## config.mk

```make
export PLATFORM = sky130hd
export DESIGN_NAME = uart_result_tx
export DESIGN_NICKNAME = d
export VERILOG_FILES = /design/src/rtl/uart_result_tx.sv
export SDC_FILE = /design/constraint.sdc
export NUM_CORES = 1
export LEC_CHECK = 0
export ABC_AREA = 0
export CORE_MARGIN = 2
export CORE_UTILIZATION = 45
export CTS_CLUSTER_SIZE = 10
export DETAILED_ROUTE_END_ITERATION = 8
export GPL_TIMING_DRIVEN = 0
export HOLD_SLACK_MARGIN = 0.03
export PLACE_DENSITY_LB_ADDON = 0.08
export SETUP_SLACK_MARGIN = 0.15
export SLEW_MARGIN = 20
export SYNTH_ARGS = -nofsm -noshare
export SYNTH_HDL_FRONTEND = slang
export SYNTH_SLANG_ARGS = --single-unit
```

## constraint.sdc

```tcl
create_clock -name clk_i -period 2.1 [get_ports clk_i]
set_clock_uncertainty 0.2 [all_clocks]
set_input_delay 0.42 -clock clk_i [delete_from_list [all_inputs] [get_ports clk_i]]
set_output_delay 0.42 -clock clk_i [all_outputs]
set_load 0.005 [all_outputs]
```

## src/rtl/uart_result_tx.sv

```systemverilog
// uart_result_tx: serializes one result word as BYTES back-to-back 8N1 UART frames, least-significant byte first
module uart_result_tx #(
  parameter int CLKS_PER_BIT = 434,
  parameter int BYTES        = 4
) (
  input  logic               clk_i,
  input  logic               rst_i,
  input  logic [8*BYTES-1:0] data_i,
  input  logic               valid_i,
  output logic               ready_o,
  output logic               tx_o,
  output logic               busy_o,
  output logic               done_o
);
  localparam int BW = (CLKS_PER_BIT > 1) ? $clog2(CLKS_PER_BIT) : 1;
  localparam int YW = (BYTES > 1) ? $clog2(BYTES) : 1;
  localparam logic [BW-1:0] B_LAST = BW'(CLKS_PER_BIT - 1);
  localparam logic [BW-1:0] B_PRE  = BW'(CLKS_PER_BIT - 2);
  localparam logic [YW-1:0] Y_LAST = YW'(BYTES - 1);
  typedef enum logic [1:0] {IDLE, START, DATA, STOP} state_t;
  state_t             r_state;
  logic [BW-1:0]      r_baud;
  logic [2:0]         r_bit;
  logic [YW-1:0]      r_byte;
  logic [8*BYTES-1:0] r_sh;
  logic               r_tx;
  logic               r_done;
  logic               w_bit_end;
  logic [BW-1:0]      w_baud_nx;
  assign w_bit_end = r_baud == B_LAST;
  assign w_baud_nx = w_bit_end ? '0 : r_baud + BW'(1);
  assign ready_o   = r_state == IDLE;
  assign busy_o    = !ready_o;
  assign tx_o      = r_tx;
  assign done_o    = r_done;
  // Frame sequencer; the shift register drops one data bit per bit period, and done is
  // raised one cycle early so it is high exactly during the final stop-bit cycle.
  always_ff @(posedge clk_i) begin
    if (rst_i) begin
      r_state <= IDLE;
      r_baud  <= '0;
      r_bit   <= '0;
      r_byte  <= '0;
      r_sh    <= '0;
      r_tx    <= 1'b1;
      r_done  <= 1'b0;
    end else begin
      r_done <= (r_state == STOP) && (r_byte == Y_LAST) && (r_baud == B_PRE);
      case (r_state)
        IDLE: if (valid_i) begin
          r_sh    <= data_i;
          r_tx    <= 1'b0;
          r_baud  <= '0;
          r_bit   <= '0;
          r_byte  <= '0;
          r_state <= START;
        end
        START: begin
          r_baud <= w_baud_nx;
          if (w_bit_end) begin
            r_tx    <= r_sh[0];
            r_sh    <= r_sh >> 1;
            r_bit   <= '0;
            r_state <= DATA;
          end
        end
        DATA: begin
          r_baud <= w_baud_nx;
          if (w_bit_end) begin
            if (r_bit == 3'd7) begin
              r_tx    <= 1'b1;
              r_state <= STOP;
            end else begin
              r_tx  <= r_sh[0];
              r_sh  <= r_sh >> 1;
              r_bit <= r_bit + 3'd1;
            end
          end
        end
        STOP: begin
          r_baud <= w_baud_nx;
          if (w_bit_end) begin
            if (r_byte == Y_LAST) begin
              r_byte  <= '0;
              r_tx    <= 1'b1;
              r_state <= IDLE;
            end else begin
              r_byte  <= r_byte + YW'(1);
              r_tx    <= 1'b0;
              r_state <= START;
            end
          end
        end
        default: r_state <= IDLE;
      endcase
    end
  end
endmodule

```

==> run metrics, run 1 <==
Via density=5.48; vias in the first global route=2261; Post-synth EDFFs=0; CTS Buf Count=5; Top delay family on crit path=simple AND/OR/NAND/NOR gates; Slew Limit Fails=0; Worst-Margin Slew=731 ps; Bufs on Longest Clock Path=2; register area share after synthesis=34.6%; slowest stage cell, crit path=dfxtp_4; antenna diode count=0; Max-Cap Viols=0; Synth Net Count=323; CP Data Required Time=2070 ps; first-iteration detailed-routing DRC count=78; leakage power=0.00137 µW; CTS Root Cell=clkbuf_8; Post-Syn Instances=277; area of the mapped netlist=2890 µm²; CP Buf/Inv Count=3; critical path arrival=2010 ps; Post-synth ARST share=0%; area of the die=7080 µm²; Initial Util=46.0%; worst hold slack=145 ps; Avg Cell Area, Syn=10.4 µm²; vias=2295; number of H-tree levels=2; RSZ-0062 raised after global routing=yes; Detail Placement HPWL=4210 µm; CTS tree=built; Routed WL per cell=15.6 µm; Core Footprint=6280 µm²; Clock Latency Late Sink=310 ps; # nets final=387; crit path kind=reg2reg; CTS clk-pin slew, worst paths=100 ps; Crit path depth=8; WHS Path Cells=2; layout cell share with drive strength beyond 1=36.0%; Tmin final=2040 ps; YS warnings=0; Die Y=84.1 µm; final hold vios=0; area growth from synthesis to layout=32.4%; status=completed; largest net degree at the start of global routing=15; Port Buffers=37; CTS sink cnt=50; setup TNS=0 ps; final wirelength=6530 µm; DR DRC count=0; Ports=39; Max stage delay on crit path=370 ps; Hold Crit Class=in2reg; first-pass GRT wire length=10600 µm; Cell variety after synth=50; total global routing overflow=0; CP Launch Type=flip-flop; critical-path cell list=inv_4, ha_4, and2b_2, a221o_1, nor2_4, buf_6, buf_8, a211oi_2; crit path capture type=flip-flop; flops & latches, synth=50; GRT Overall Usage=18.5%; Pre-antenna DRT Iters=4; IR drop worst, VDD=0.909 mV; Max FO, Critical Path=5; pwr dens=1660 nW/µm²; Max Fclk=491 MHz; worst relative slew slack=51.3%; routability cong.=0.768; Reg2Reg Depth=8; Core Rows=29; post-route antenna net violation count=0; final worst-path cycle share=97.0%; initial antenna violation count=0; final setup fails=0; Die W=84.1 µm; ys flop type=dfxtp_1
==> layout by cell type (no fill, tap or decap), types with 2 or more instances in the layout <==
cell	count
clkbuf_16	3
buf_12	2
o21ai_0	5
ha_1	7
a21o_2	2
a31oi_1	4
dfxtp_2	2
dlygate4sd2_1	2
dfxtp_1	47
inv_4	2
buf_6	10
clkbuf_2	4
mux2i_1	31
nor2_4	2
clkbuf_8	11
nand2_1	13
nand4_1	5
inv_1	3
nor3_1	2
nor2_1	9
nand4b_1	4
a21oi_1	19
clkdlybuf4s50_1	34
buf_2	3
xnor2_1	2
a211oi_2	26
clkbuf_1	3
a211oi_1	7
buf_8	3
buf_4	13
a21oi_2	22
nand3_1	5
xor2_1	3
ha_4	3
==> path summary, 6_finish.rpt <==
kind                                start                      to  slack [ps]
setup / recovery  r_state[1]$_SDFFE_PP0P_   r_sh[18]$_SDFFE_PP0P_          60
hold / removal                      rst_i   r_sh[21]$_SDFFE_PP0P_         150
setup reg to reg  r_state[1]$_SDFFE_PP0P_   r_sh[18]$_SDFFE_PP0P_          60
hold reg to reg    r_byte[1]$_SDFFE_PP0P_  r_byte[1]$_SDFFE_PP0P_         280
==> power breakdown <==
group,internal (µW),switching (µW)
logic,2170,2110
clock network,334,338
registers,1220,167
total,3730,2610
==> stage by stage <==
stage                     area (µm²)  util (%)  total power [µW]  setup WS, ps  std cells
after floorplan                 2910         -              4200           157        277
after global placement          3380      53.8              4840          -362        391
after detailed placement        3380      53.8              4860          -309        391
after CTS                       3690      58.7              6070          98.9        412
after global routing            3830      61.0              6740         -18.9        419
final                           3830      61.0              6340          63.3        419
==> repair_timing <==
item / in CTS / in global routing
pin swaps: 4 / 15
buffers inserted: 12 / 4
hold buffers: 0 / 0
gates resized for setup: 27 / 19
setup endpoints to repair: 44 / 44
gates cloned: 1 / 3
==> cells by family (layout without fill, tap and decap cells) <==
kind of cell,Yosys count,after routing,synth area share (%)
xor gates and xnor gates,5,5,1.52
AOI/OAI and AO/OA,94,94,28.6
muxes,32,32,11.1
buffers and inverters,31,96,8.14
and+or+nand+nor,54,54,11.2
DFF,50,50,34.6
adders and majority gates,11,11,4.76
==> layout make-up <==
type | instances | area (µm²)
buffer | 24 | 259
tap | 77 | 96.3
inverter | 7 | 36.3
sequential | 50 | 1010
fill | 552 | 2450
multi-input combinational | 196 | 1730
clock buffer | 8 | 110
timing repair buffer | 57 | 584
==> cell usage after synthesis (3+ instances only) <==
master	count	area (µm²)
buf_2	3	15.0
o21ai_0	6	30.0
nand2_1	13	48.8
nor3_1	3	15.0
dfxtp_1	50	1000
mux2i_1	31	310
a21oi_2	21	184
nand4b_1	4	35.0
clkbuf_1	6	22.5
a211oi_1	7	52.6
a211oi_2	26	325
inv_1	7	26.3
buf_4	6	45.0
ha_1	11	138
nand4_1	5	31.3
nand3_1	5	25.0
clkbuf_8	3	41.3
a31oi_1	4	25.0
xor2_1	3	26.3
nor2_1	9	33.8
a21oi_1	20	100
==> state kept, by name, summed over array words and instances, names as in the netlist <==
| signal | flops |
|---|---|
| r_baud | 9 |
| r_byte | 2 |
| done_o | 1 |
| r_state | 2 |
| r_bit | 3 |
| tx_o | 1 |
| r_sh | 32 |
==> routing by layer <==
layer | part of all wire [%] | vias up | GRT usage, %
met2 | 49 | 35 | 30.7
met4 | 1.0 | 0 | 5.13
met5 | 0 | - | 0
met3 | 2.4 | 8 | 3.24
met1 | 48 | 1101 | 24.7
li1 | - | 1151 | -
Power figures use the tool's default switching activity.
==> inputs of run 2 (changes only) <==
- CTS_BUF_LIST: not set -> sky130_fd_sc_hd__clkbuf_8 sky130_fd_sc_hd__clkbuf_16
==> results of run 2 <==
Final layout, timing and power as in run 1 (identical DEF).
